## src/rtl/hazard_ctrl.sv

```systemverilog
// Pipeline control for the 5-stage RV32I core: hazard detection, E-stage forwarding,
// multi-cycle stall FSM (memory wait / mul-div busy) and saturating perf counters.
module hazard_ctrl #(
  parameter int CNT_W       = 32,
  parameter int MEM_TIMEOUT = 255
) (
  input  logic             clk,
  input  logic             reset,
  input  logic [4:0]       Rs1D,
  input  logic [4:0]       Rs2D,
  input  logic [4:0]       Rs1E,
  input  logic [4:0]       Rs2E,
  input  logic [4:0]       RdE,
  input  logic [4:0]       RdM,
  input  logic [4:0]       RdW,
  input  logic             RegWriteM,
  input  logic             RegWriteW,
  input  logic             LoadE,
  input  logic             PCSrcE,
  input  logic             MemReqM,
  input  logic             MemReadyM,
  input  logic             MdStartE,
  input  logic             MdDoneE,
  output logic             StallF,
  output logic             StallD,
  output logic             StallE,
  output logic             StallM,
  output logic             FlushD,
  output logic             FlushE,
  output logic             FlushM,
  output logic             FlushW,
  output logic [1:0]       ForwardAE,
  output logic [1:0]       ForwardBE,
  output logic [CNT_W-1:0] StallCount,
  output logic [CNT_W-1:0] FlushCount,
  output logic             MemErr
);

  localparam int WAIT_W = 16;
  localparam logic [WAIT_W-1:0] TIMEOUT_V = WAIT_W'(MEM_TIMEOUT);

  typedef enum logic [1:0] {
    RUN      = 2'd0,
    MEM_WAIT = 2'd1,
    MD_BUSY  = 2'd2
  } state_t;

  state_t            state, state_nxt;
  logic [WAIT_W-1:0] wait_cnt, wait_cnt_nxt;
  logic              lw_stall;
  logic              stall_f, stall_d, stall_e, stall_m;
  logic              flush_d, flush_e, flush_m, flush_w;
  logic [1:0]        fwd_a, fwd_b;

  function automatic logic [CNT_W-1:0] sat_inc(input logic [CNT_W-1:0] v);
    return (&v) ? v : v + {{(CNT_W-1){1'b0}}, 1'b1};
  endfunction

  function automatic logic [WAIT_W-1:0] sat_inc_wait(input logic [WAIT_W-1:0] v);
    return (&v) ? v : v + {{(WAIT_W-1){1'b0}}, 1'b1};
  endfunction

  // M result is younger than W, so it wins when both match
  function automatic logic [1:0] fwd_sel(input logic [4:0] rs);
    if (RegWriteM && (RdM != 5'd0) && (RdM == rs))
      return 2'b10;
    else if (RegWriteW && (RdW != 5'd0) && (RdW == rs))
      return 2'b01;
    else
      return 2'b00;
  endfunction

  assign fwd_a    = fwd_sel(Rs1E);
  assign fwd_b    = fwd_sel(Rs2E);
  assign lw_stall = LoadE && (RdE != 5'd0) && ((RdE == Rs1D) || (RdE == Rs2D));

  always_ff @(posedge clk or negedge reset) begin
    if (!reset) state <= RUN;
    else        state <= state_nxt;
  end

  always_comb begin
    state_nxt = state;
    stall_f   = 1'b0;
    stall_d   = 1'b0;
    stall_e   = 1'b0;
    stall_m   = 1'b0;
    flush_d   = 1'b0;
    flush_e   = 1'b0;
    flush_m   = 1'b0;
    flush_w   = 1'b0;
    case (state)
      RUN: begin
        if (MemReqM && !MemReadyM) begin
          {stall_f, stall_d, stall_e, stall_m} = 4'b1111;
          flush_w   = 1'b1;
          state_nxt = MEM_WAIT;
        end else if (MdStartE && !MdDoneE) begin
          {stall_f, stall_d, stall_e} = 3'b111;
          flush_m   = 1'b1;
          state_nxt = MD_BUSY;
        end else begin
          stall_f = lw_stall;
          stall_d = lw_stall;
          flush_d = PCSrcE;
          flush_e = lw_stall | PCSrcE;
        end
      end
      MEM_WAIT: begin
        // E is frozen here, so branch and load-use are only honoured on release
        if (!MemReadyM) begin
          {stall_f, stall_d, stall_e, stall_m} = 4'b1111;
          flush_w = 1'b1;
        end else begin
          stall_f   = lw_stall;
          stall_d   = lw_stall;
          flush_d   = PCSrcE;
          flush_e   = lw_stall | PCSrcE;
          state_nxt = RUN;
        end
      end
      MD_BUSY: begin
        if (!MdDoneE) begin
          {stall_f, stall_d, stall_e} = 3'b111;
          flush_m = 1'b1;
        end else begin
          stall_f   = lw_stall;
          stall_d   = lw_stall;
          flush_d   = PCSrcE;
          flush_e   = lw_stall | PCSrcE;
          state_nxt = RUN;
        end
      end
      default: state_nxt = RUN;
    endcase
  end

  // Wait counter counts stalled memory cycles, including the one that detected the miss
  always_comb begin
    wait_cnt_nxt = '0;
    if (state_nxt == MEM_WAIT) begin
      if (state == RUN) wait_cnt_nxt = {{(WAIT_W-1){1'b0}}, 1'b1};
      else              wait_cnt_nxt = sat_inc_wait(wait_cnt);
    end
  end

  always_ff @(posedge clk or negedge reset) begin
    if (!reset) begin
      wait_cnt <= '0;
      MemErr   <= 1'b0;
    end else begin
      wait_cnt <= wait_cnt_nxt;
      if ((state_nxt == MEM_WAIT) && (wait_cnt_nxt >= TIMEOUT_V))
        MemErr <= 1'b1;
    end
  end

  always_ff @(posedge clk or negedge reset) begin
    if (!reset) begin
      StallCount <= '0;
      FlushCount <= '0;
    end else begin
      if (stall_f)
        StallCount <= sat_inc(StallCount);
      if (flush_d || flush_e)
        FlushCount <= sat_inc(FlushCount);
    end
  end

  // Outputs are held inactive for as long as reset is asserted
  assign StallF    = stall_f & reset;
  assign StallD    = stall_d & reset;
  assign StallE    = stall_e & reset;
  assign StallM    = stall_m & reset;
  assign FlushD    = flush_d & reset;
  assign FlushE    = flush_e & reset;
  assign FlushM    = flush_m & reset;
  assign FlushW    = flush_w & reset;
  assign ForwardAE = reset ? fwd_a : 2'b00;
  assign ForwardBE = reset ? fwd_b : 2'b00;

endmodule

```

## config.mk

```make
export PLATFORM = sky130hd
export DESIGN_NAME = hazard_ctrl
export DESIGN_NICKNAME = d
export VERILOG_FILES = /design/src/rtl/hazard_ctrl.sv
export SDC_FILE = /design/constraint.sdc
export NUM_CORES = 1
export LEC_CHECK = 0
export BUFFER_PORTS_ARGS = -buffer_cell sky130_fd_sc_hd__buf_2
export CAP_MARGIN = 20
export CORE_MARGIN = 10
export CORE_UTILIZATION = 35
export CTS_CLUSTER_SIZE = 10
export DETAILED_ROUTE_END_ITERATION = 16
export PLACE_DENSITY = 0.57
export SLEW_MARGIN = 5
export SYNTH_ARGS = -nofsm -noshare
export SYNTH_HDL_FRONTEND = slang
export SYNTH_SLANG_ARGS = --single-unit
```

## constraint.sdc

```tcl
create_clock -name clk -period 2.7 [get_ports clk]
set_input_delay 0.27 -clock clk [delete_from_list [all_inputs] [get_ports clk]]
set_output_delay 0.27 -clock clk [all_outputs]
set_load 0.05 [all_outputs]
```

==> key figures, run 1 <==
Status
  – Result of the run: completed

Placed design
  – IO Port Bufs: 121
  – HPWL after detailed placement: 9.80 mm
  – Total instance count after detailed placement: 771
  – Placer's final routability congestion estimate: 0.858

Die
  – Number of cell rows: 42
  – Full die area: 0.0188 mm^2
  – Number of ports placed on the die boundary: 122
  – DIE WIDTH: 137 um
  – Die Ht: 137 um
  – Initial Util: 35.9%
  – Core area: 0.0133 mm^2

Logic synthesis
  – Cell types with the largest area share after synthesis: sky130_fd_sc_hd__dfrtp_1, sky130_fd_sc_hd__xnor2_1, sky130_fd_sc_hd__xor2_1, sky130_fd_sc_hd__nand3_1, sky130_fd_sc_hd__nand4_1
  – Number of synthesized flops with an enable pin: 0
  – Share of synthesized area occupied by flip-flops and latches: 43.4%
  – Post-synth ARST share: 100%
  – Area leader, netlist: sky130_fd_sc_hd__dfrtp_1
  – Most frequent cells after synthesis: sky130_fd_sc_hd__dfrtp_1, sky130_fd_sc_hd__xnor2_1, sky130_fd_sc_hd__nand3_1, sky130_fd_sc_hd__nor2_1, sky130_fd_sc_hd__xor2_1
  – Share of the synthesized area in the top cell type: 43.4%
  – Primary flip-flop cell chosen by synthesis mapping: sky130_fd_sc_hd__dfrtp_1
  – Number of cells produced by synthesis: 482
  – Average size of a mapped cell: 9.94 um^2
  – Library cell with the highest instance count after synthesis: sky130_fd_sc_hd__dfrtp_1
  – Cell variety after synth: 67
  – Number of register bits inferred by synthesis: 83
  – Syn_nets: 535
  – Synthesized area: 0.00479 mm^2
  – Number of warning messages in the yosys log: 0

Detailed routing
  – Routed WL per cell: 16.0 um
  – Via count of the routed design: 3914
  – Detail-routed via count per cell: 4.98
  – Iteration-0 DRC Markers: 179
  – Wire length reported by the detailed router: 12.6 mm
  – Number of detailed-route iterations in the first pass: 4
  – Number of remaining DRC errors: 0
  – Final antenna-violating net count: 0

Worst setup path
  – CP Cell Sequence: dlygate4sd3_1, buf_6, o211ai_1, or4_1, nor4_2, buf_2
  – Data required, critical path: 2430 ps
  – Worst Path Buf+Inv: 3
  – Number of stages on the worst setup path: 6
  – Endpoint arrival time on the critical path: 2280 ps
  – Worst setup SP type: input pin
  – Worst setup path class: in -> out
  – Reg2Reg Depth: 9
  – Kind of cell with the highest combined delay on the critical path: buffers and inverters
  – Maximum fanout encountered on the critical timing path: 22
  – Capturing element type of the critical path: output pin
  – Slowest stage cell, crit path: sky130_fd_sc_hd__or4_1
  – CP max stage delay: 570 ps

CTS
  – TritonCTS sink count: 83
  – Number of clock buffers inserted by TritonCTS: 9
  – Number of buffers on the longest clock path: 2
  – Clk Latency, worst-skew pair: 340 ps
  – Clk root buf: sky130_fd_sc_hd__clkbuf_16
  – Clock tree from TritonCTS: built
  – CTS clock-pin slew for the worst setup and hold paths: 60 ps
  – H-tree depth reported by CTS: 3

Global routing
  – Maximum number of pins on one net before global-route repair: 40
  – Number of global-route vias before repair: 4075
  – Gr ovfl total: 0
  – Wire length of the first global-routing pass: 20.7 mm
  – Total Routing Usage GR: 13.7%
  – Antenna violations before repair: 0

Pwr
  – Leak Pwr: 0.00278 uW
  – Overall power: 4060 uW
  – Worst IR Drop VDD: 0.759 mV
  – Pwr dens: 688 mW/mm^2

Timing
  – Min Tclk post-route: 2550 ps
  – Setup TNS: 0 ps
  – Final setup vio count: 0
  – Relative max-transition margin: 63.6%
  – Total count of max-transition violations in the final report: 0
  – Count of final hold-check violations: 0
  – Timing-limited maximum frequency: 0.392 GHz
  – Worst-Margin Slew: 546 ps
  – Post-route fraction of the period consumed by the critical path: 94.5%
  – RSZ-0062 raised after global routing: no
  – Worst Skew: 4.62 ps

Finish
  – Core utilization of the finished layout: 44.2%
  – Count of placed standard cells in the final layout, fillers left out: 786
  – Fraction of final layout cells with drive strength greater than 1: 28.4%
  – Area overhead of the layout relative to synthesis: 23.2%
  – Nets: 660
  – Number of diodes: 0

Flow run
  – Max-Cap Viols: 0

Min path
  – Worst min-delay path class: in -> async
[layout make-up]
| class | instances | area (um^2) |
|---|---|---|
| clock buffer | 11 | 243 |
| tap | 176 | 220 |
| fill | 1280 | 7440 |
| clock inverter | 3 | 40.0 |
| sequential | 83 | 2080 |
| timing repair buffer | 132 | 697 |
| multi-input combinational | 370 | 2580 |
| inverter | 11 | 41.3 |
[report_power, final]
part	internal [uW]	switching [uW]	leakage, uW
Sequential	1350	137	0.00112
Combinational	436	929	0.00152
Clock	728	475	0.000141
Total	2520	1540	0.00278
[worst paths after layout]
kind,start,to,slack [ps]
hold / removal,reset,MemErr$_DFFE_PN0P_,340
setup reg to reg,state[1]$_DFF_PN0_,MemErr$_DFFE_PN0P_,280
max in group asynchronous,reset,StallCount[16]$_DFFE_PN0P_,1640
setup / recovery,reset,ForwardBE[0],150
hold reg to reg,StallCount[24]$_DFFE_PN0P_,StallCount[24]$_DFFE_PN0P_,490
min in group clk,MemReqM,state[0]$_DFF_PN0_,430
[timing repair]
action                                 CTS  global route
setup endpoints to repair                0             3
hold buffers                             1             0
setup buffers                            0             0
endpoints found under the hold margin   18             0
resized for setup                        0             4
[metal layers]
layer	up-vias	global-route usage [%]	part of all wire (%)
li1	1926	-	-
met1	1881	16.2	43
met2	94	22.9	49
met3	13	5.39	6.3
met4	0	3.40	1.1
met5	-	0	0
[per-stage QoR]
stage          hold slack, ps  worst slack (ps)  cell area [um^2]
3_5_place_dp              177              81.5              5600
3_3_place_gp              178               142              5600
4_1_cts                   357              48.8              5890
6_report                  337               150              5900
2_1_floorplan           -25.6               372              4810
5_1_grt                   345              39.0              5900
[sequential cells by signal, indices dropped and copies added (netlist names)]
| signal | count |
|---|---|
| MemErr | 1 |
| StallCount | 32 |
| FlushCount | 32 |
| state | 2 |
| wait_cnt | 16 |
[layout by cell type (no fill, tap or decap), drive strengths merged, types with 9 or more instances in the layout]
cell | Yosys | final
nand4 | 23 | 23
and3 | 15 | 15
nor3 | 11 | 11
nand3 | 45 | 45
xor2 | 33 | 33
buf | 12 | 131
dfrtp | 83 | 83
xnor2 | 67 | 67
nor2 | 36 | 36
nand2 | 32 | 32
clkbuf | 6 | 11
inv | 11 | 11
a21oi | 9 | 9
and2 | 12 | 12
[logic make-up after synthesis]
logic type	Yosys count	share of synthesized area [%]
simple gates	218	26.3
xor+xnor	100	18.3
flops	83	43.4
compound gates	40	5.82
buf+inv	29	3.21
fa+ha+maj	8	2.09
mux	4	0.914
(Power assumes the default switching activity.)
==> inputs of run 2 (changes only) <==
--- a/config.mk
+++ b/config.mk
@@ -7,11 +7,11 @@
 export LEC_CHECK = 0
 export BUFFER_PORTS_ARGS = -buffer_cell sky130_fd_sc_hd__buf_2
 export CAP_MARGIN = 20
-export CORE_MARGIN = 10
 export CORE_UTILIZATION = 35
 export CTS_CLUSTER_SIZE = 10
 export DETAILED_ROUTE_END_ITERATION = 16
 export PLACE_DENSITY = 0.57
+export REMOVE_ABC_BUFFERS = 1
 export SLEW_MARGIN = 5
 export SYNTH_ARGS = -nofsm -noshare
 export SYNTH_HDL_FRONTEND = slang
==> run 2 against run 1 <==
Critical path depth rose by 2. Via count grew 1.7%. Routed wire length fell by 8.1%. Sequential share of layout area is 0.27 points lower. Combinational power is 3% lower. Critical path type is now reg -> out.
==> key figures, run 2 (synthesized netlist as in run 1, its figures left out) <==
Status
  – Result of the run: completed

CTS
  – Clock tree from TritonCTS: built
  – H-tree depth reported by CTS: 3 (unchanged)
  – Clk Latency, worst-skew pair: 340 ps (about the same)
  – CTS clock-pin slew for the worst setup and hold paths: 60 ps (about the same)
  – TritonCTS sink count: 83 (unchanged)
  – Clk root buf: sky130_fd_sc_hd__clkbuf_16
  – Number of buffers on the longest clock path: 2 (unchanged)
  – Number of clock buffers inserted by TritonCTS: 9 (unchanged)

Die
  – Die Ht: 119 um (-13%)
  – Number of ports placed on the die boundary: 122 (unchanged)
  – DIE WIDTH: 119 um (-13%)
  – Full die area: 0.0142 mm^2 (-25%)
  – Number of cell rows: 42 (unchanged)
  – Core area: 0.0133 mm^2 (-0.39%)
  – Initial Util: 36.0% (+0.14 points)

Worst setup path
  – Endpoint arrival time on the critical path: 2270 ps (about the same)
  – Worst setup SP type: register
  – Endpoint of the lowest-slack register-to-register path: FlushCount[11]$_DFFE_PN0P_
  – Number of stages on the worst setup path: 8 (+2)
  – Data required, critical path: 2430 ps (about the same)
  – R2R Setup Slk: 320 ps (+40 ps)
  – Crit path to: FlushE
  – Reg2Reg Depth: 11 (+2)
  – Worst r2r src: state[0]$_DFF_PN0_
  – CP max stage delay: 430 ps (-140 ps)
  – Worst setup path class: reg -> out
  – Kind of cell with the highest combined delay on the critical path: flip-flops
  – CP Cell Sequence: inv_1, ha_2, mux2_2, a32oi_2, or2_4, nor2_1, and2_1, buf_2
  – Maximum fanout encountered on the critical timing path: 6 (-73%)
  – Capturing element type of the critical path: output pin
  – CP startpoint: state[0]$_DFF_PN0_
  – Worst Path Buf+Inv: 2 (-1)
  – Slowest stage cell, crit path: sky130_fd_sc_hd__dfrtp_1

Min path
  – Worst min-delay path class: in -> async

Finish
  – Nets: 660 (unchanged)
  – Finished layout cell area: 0.00595 mm^2 (+0.76%)
  – Fraction of final layout cells with drive strength greater than 1: 27.9% (-0.42 points)
  – Core utilization of the finished layout: 44.7% (+0.51 points)
  – Most common cell after layout, fill and taps aside: sky130_fd_sc_hd__buf_2
  – Count of placed standard cells in the final layout, fillers left out: 789 (+0.38%)
  – Count of filler cells inserted in the layout: 1294 (+1.1%)
  – Leading registers by flop count: FlushCount (32), StallCount (32), wait_cnt (16)
  – Area overhead of the layout relative to synthesis: 24.2%
  – Leading cell types in the layout, fill and taps excluded: sky130_fd_sc_hd__buf_2, sky130_fd_sc_hd__dfrtp_1, sky130_fd_sc_hd__xnor2_1, sky130_fd_sc_hd__nand3_1, sky130_fd_sc_hd__nor2_1

Timing
  – Timing-limited maximum frequency: 0.393 GHz (+0.27%)
  – Total count of max-transition violations in the final report: 0 (unchanged)
  – Worst Skew: 6.80 ps (+2.18 ps)
  – Min Tclk post-route: 2540 ps (-6.98 ps)
  – Count of final hold-check violations: 0 (unchanged)
  – RSZ-0062 raised after global routing: no
  – Relative max-transition margin: 57.9% (-5.7 points)
  – PnR worst setup slack: 157 ps (+6.98 ps)
  – Post-route fraction of the period consumed by the critical path: 94.2% (-0.26 points)
  – Worst-Margin Slew: 629 ps (+83.7 ps)
  – Final setup vio count: 0 (unchanged)

Placed design
  – Placer's final routability congestion estimate: 0.874 (+1.9%)
  – HPWL after detailed placement: 8.82 mm (-9.9%)
  – Placed cell areas: 0.00557 mm^2 (-0.45%)
  – Total instance count after detailed placement: 770 (-0.13%)
  – Placement-stage worst setup slack: 285 ps (+203 ps)
  – IO Port Bufs: 121 (unchanged)

Global routing
  – Maximum number of pins on one net before global-route repair: 35 (-13%)
  – Antenna violations before repair: 1 (+1)
  – Total Routing Usage GR: 17.3% (+3.5 points)
  – Number of global-route vias before repair: 3889 (-4.6%)
  – Gr ovfl total: 0 (unchanged)
  – Wire length of the first global-routing pass: 19.2 mm (-7.0%)

Detailed routing
  – Number of detailed-route iterations in the first pass: 4 (unchanged)
  – Detail-routed via count per cell: 5.04 (+1.3%)
  – Wire length reported by the detailed router: 11.6 mm (-8.1%)
  – Iteration-0 DRC Markers: 159 (-11%)
  – Final antenna-violating net count: 0 (unchanged)
  – Via count of the routed design: 3980 (+1.7%)
  – Number of remaining DRC errors: 0 (unchanged)
  – Routed WL per cell: 14.7 um (-8.4%)

Pwr
  – Pwr dens: 713 mW/mm^2 (+3.6%)
  – Leak Pwr: 0.00280 uW (+0.57%)
  – Worst IR Drop VDD: 0.698 mV (-8.1%)

Flow run
  – Max-Cap Viols: 0 (unchanged)
run 2: through the flow:
| step | hold slack [ps] | setup TNS, ps | total power, uW |
|---|---|---|---|
| finish | 325 | 0 | 4240 |
| global route | 328 | 0 | 4470 |
| CTS | 320 | 0 | 4260 |
| detailed placement | 145 | 0 | 2830 |
| global placement | 145 | 0 | 2800 |
| floorplan | -25.6 | -1680 | 2450 |
run 2: worst register-to-register path: cells and delay by family, from the launching register on:
| family | cells | cell delay (ps) |
|---|---|---|
| simple gates | 3 | 250 |
| fa+ha+maj | 1 | 230 |
| compound gates | 2 | 470 |
| flops | 1 | 430 |
| buf+inv | 3 | 460 |
| mux | 1 | 350 |
| xor+xnor | 1 | 120 |
run 2: metal layers:
metal | wire length (um) | vias up | track usage (%)
met5 | 0 | - | 0
met1 | 5290 | 1926 | 21.9
met3 | 652 | 18 | 6.18
li1 | - | 1929 | -
met2 | 5440 | 107 | 27.5
met4 | 199 | 0 | 5.06
run 2: worst min-delay path by stage:
stage | startpoint | endpoint | slack [ps] | cells past startpoint
5_1_grt | reset | MemErr$_DFFE_PN0P_ | 330 | 2
4_1_cts | reset | MemErr$_DFFE_PN0P_ | 320 | 2
6_report | reset | MemErr$_DFFE_PN0P_ | 330 | 2
3_5_place_dp | reset | MemErr$_DFFE_PN0P_ | 140 | 1
3_3_place_gp | reset | MemErr$_DFFE_PN0P_ | 150 | 1
2_1_floorplan | reset | FlushCount[0]$_DFFE_PN0P_ | -30 | 0
run 2: cell type report:
type / count / area [um^2] / share of cell area, %
tap: 176 / 220 / 3.70
multi-input combinational: 370 / 2570 / 43.2
clock inverter: 4 / 97.6 / 1.64
sequential: 83 / 2080 / 34.9
inverter: 11 / 41.3 / 0.694
timing repair buffer: 132 / 696 / 11.7
clock buffer: 12 / 246 / 4.14
antenna: 1 / 2.50 / 0.0421
run 2: where the power goes:
| group | internal [uW] | switching [uW] | total (uW) |
|---|---|---|---|
| clock | 929 | 481 | 1410 |
| combinational | 437 | 895 | 1330 |
| sequential | 1350 | 143 | 1500 |
| total | 2720 | 1520 | 4240 |
run 2: what timing repair did:
action                                  in CTS  in global routing
endpoints found under the setup margin       0                  2
resized for setup                            0                  5
hold buffers                                 1                  0
buffers inserted                             0                  1
endpoints found under the hold margin       11                  0
==> inputs of run 3 (changes only) <==
--- a/config.mk
+++ b/config.mk
@@ -8,6 +8,7 @@
 export BUFFER_PORTS_ARGS = -buffer_cell sky130_fd_sc_hd__buf_2
 export CAP_MARGIN = 20
 export CORE_UTILIZATION = 35
+export CTS_BUF_LIST = sky130_fd_sc_hd__clkbuf_4
 export CTS_CLUSTER_SIZE = 10
 export DETAILED_ROUTE_END_ITERATION = 16
 export PLACE_DENSITY = 0.57
==> run 3 against run 2 <==
Register-to-register slack is essentially flat. Worst hold slack worse by 140 ps. First-iteration DRC count is 38% higher. Final cell count rose by 0.38%. Non-clock buffer count increased by 3. Clock power down 35%. Global-route usage barely moved. Sequential share of layout area increased by 0.67 points. Die area unchanged. Combinational power rose by 7%. Maximum frequency down 1.8%. Sequential power is essentially flat. Critical endpoint is now FlushD. Largest cell class unchanged.
==> key figures, run 3 (synthesized netlist as in run 1, its figures left out) <==
Status
  – Result of the run: completed

Worst setup path
  – CP startpoint: state[0]$_DFF_PN0_
  – Worst r2r src: state[0]$_DFF_PN0_
  – Maximum fanout encountered on the critical timing path: 5 (-1)
  – Data required, critical path: 2430 ps (about the same)
  – Capturing element type of the critical path: output pin
  – Crit path to: FlushD
  – Worst setup SP type: register
  – R2R Setup Slk: 320 ps (about the same)
  – Endpoint of the lowest-slack register-to-register path: FlushCount[15]$_DFFE_PN0P_
  – Worst setup path class: reg -> out
  – Endpoint arrival time on the critical path: 2320 ps (+50 ps)
  – Reg2Reg Depth: 12 (+1)

Min path
  – Worst min-delay path class: in -> async

CTS
  – Number of clock buffers inserted by TritonCTS: 9 (unchanged)
  – TritonCTS sink count: 83 (unchanged)
  – Number of buffers on the longest clock path: 2 (unchanged)
  – H-tree depth reported by CTS: 3 (unchanged)
  – Clk root buf: sky130_fd_sc_hd__clkbuf_4
  – CTS clock-pin slew for the worst setup and hold paths: 140 ps (+80 ps)
  – Clk Latency, worst-skew pair: 460 ps (+120 ps)
  – Clock tree from TritonCTS: built

Timing
  – Worst hold slack after final layout: 181 ps (-144 ps)
  – Final setup vio count: 0 (unchanged)
  – Post-route fraction of the period consumed by the critical path: 95.9% (+1.7 points)
  – Relative max-transition margin: 58.7% (+0.83 points)
  – Count of final hold-check violations: 0 (unchanged)
  – Min Tclk post-route: 2590 ps (+46.3 ps)
  – Total count of max-transition violations in the final report: 0 (unchanged)
  – Worst-Margin Slew: 617 ps (-12.4 ps)
  – Timing-limited maximum frequency: 0.386 GHz (-1.8%)
  – PnR worst setup slack: 110 ps (-46.3 ps)
  – Setup TNS: 0 ps (unchanged)
  – Worst Skew: 21.7 ps (+14.9 ps)

Finish
  – Count of filler cells inserted in the layout: 1300 (+0.46%)
  – Leading cell types in the layout, fill and taps excluded: sky130_fd_sc_hd__buf_2, sky130_fd_sc_hd__dfrtp_1, sky130_fd_sc_hd__xnor2_1, sky130_fd_sc_hd__nand3_1, sky130_fd_sc_hd__nor2_1
  – Most common cell after layout, fill and taps aside: sky130_fd_sc_hd__buf_2
  – Core utilization of the finished layout: 43.9% (-0.85 points)
  – Fraction of final layout cells with drive strength greater than 1: 28.5% (+0.51 points)
  – Area overhead of the layout relative to synthesis: 21.8%
  – Nets: 663 (+0.45%)
  – Leading registers by flop count: FlushCount (32), StallCount (32), wait_cnt (16)

Detailed routing
  – Number of remaining DRC errors: 0 (unchanged)
  – Wire length reported by the detailed router: 11.7 mm (+1.2%)
  – Number of detailed-route iterations in the first pass: 4 (unchanged)
  – Iteration-0 DRC Markers: 219 (+38%)
  – Routed WL per cell: 14.8 um (+0.86%)
  – Via count of the routed design: 3980 (unchanged)
  – Detail-routed via count per cell: 5.03 (-0.38%)
  – Final antenna-violating net count: 0 (unchanged)

Global routing
  – Maximum number of pins on one net before global-route repair: 35 (unchanged)
  – Gr ovfl total: 0 (unchanged)
  – Number of global-route vias before repair: 3914 (+0.64%)
  – Total Routing Usage GR: 17.3% (+0.041 points)
  – Antenna violations before repair: 1 (unchanged)
  – Wire length of the first global-routing pass: 19.3 mm (+0.43%)

Die
  – Initial Util: 36.0% (unchanged)
  – Number of ports placed on the die boundary: 122 (unchanged)
  – Number of cell rows: 42 (unchanged)
  – Die Ht: 119 um (unchanged)
  – DIE WIDTH: 119 um (unchanged)
  – Core area: 0.0133 mm^2 (unchanged)
  – Full die area: 0.0142 mm^2 (unchanged)

Placed design
  – Placement-stage worst setup slack: 285 ps (unchanged)
  – HPWL after detailed placement: 8.82 mm (unchanged)
  – IO Port Bufs: 121 (unchanged)
  – Placer's final routability congestion estimate: 0.874 (unchanged)

Pwr
  – Worst IR Drop VDD: 0.664 mV (-4.8%)
  – Leak Pwr: 0.00274 uW (-1.9%)
  – Pwr dens: 657 mW/mm^2 (-7.9%)
  – Overall power: 3830 uW (-9.6%)

Flow run
  – Max-Cap Viols: 0 (unchanged)
[run 3: cell types whose count changed in the layout (fill, tap and decap cells not counted), sizes merged]
cell / change
clkbuf: +1
clkinv: +1
buf: +1
[run 3: per-layer routing]
layer,vias to the layer above,track usage (%),routed length (um)
met5,-,0,0
met1,1917,21.9,5360
met3,19,6.03,704
met4,0,5.22,194
li1,1942,-,-
met2,102,27.7,5470
[run 3: metrics by stage]
step	area, um^2	instances
finish	5840	792
floorplan	4680	464
detailed placement	5570	770
global placement	5570	770
CTS	5790	789
global route	5840	792
[run 3: worst min-delay path by stage]
stage	cells past startpoint	start	endpoint	slack, ps
final	2	reset	MemErr$_DFFE_PN0P_	180
after global routing	2	reset	MemErr$_DFFE_PN0P_	140
after CTS	2	reset	MemErr$_DFFE_PN0P_	160
after detailed placement	1	reset	MemErr$_DFFE_PN0P_	140
after global placement	1	reset	MemErr$_DFFE_PN0P_	150
after floorplan	0	reset	FlushCount[0]$_DFFE_PN0P_	-30
[run 3: cell type report]
cell class,instances,area (um^2),share of cell area (%)
clock inverter,5,101,1.74
inverter,11,41.3,0.708
tap,176,220,3.77
antenna,1,2.50,0.0429
timing repair buffer,135,726,12.4
clock buffer,11,82.6,1.42
sequential,83,2080,35.6
multi-input combinational,370,2580,44.3
[run 3: repair_timing]
item                       in CTS  in global routing
setup endpoints to repair       3                  4
pin swaps                       1                  1
hold buffers                    1                  0
gates cloned                    0                  0
resized for setup               3                  7
buffers inserted                2                  2
hold endpoints to repair       24                  0
[run 3: report_power, final]
| part | internal (uW) | leakage [uW] | switching [uW] |
|---|---|---|---|
| registers | 1350 | 0.00112 | 142 |
| logic | 491 | 0.00153 | 927 |
| clock network | 487 | 0.0000947 | 433 |
[run 3: critical path: stages (launching register included)]
cell                      delay, ps
sky130_fd_sc_hd__dfrtp_1        420
sky130_fd_sc_hd__inv_2          110
sky130_fd_sc_hd__ha_4           170
sky130_fd_sc_hd__mux2_2         340
sky130_fd_sc_hd__a32oi_2        180
sky130_fd_sc_hd__buf_4          150
sky130_fd_sc_hd__nor2_1          50
sky130_fd_sc_hd__and3_1         240
sky130_fd_sc_hd__buf_2          220
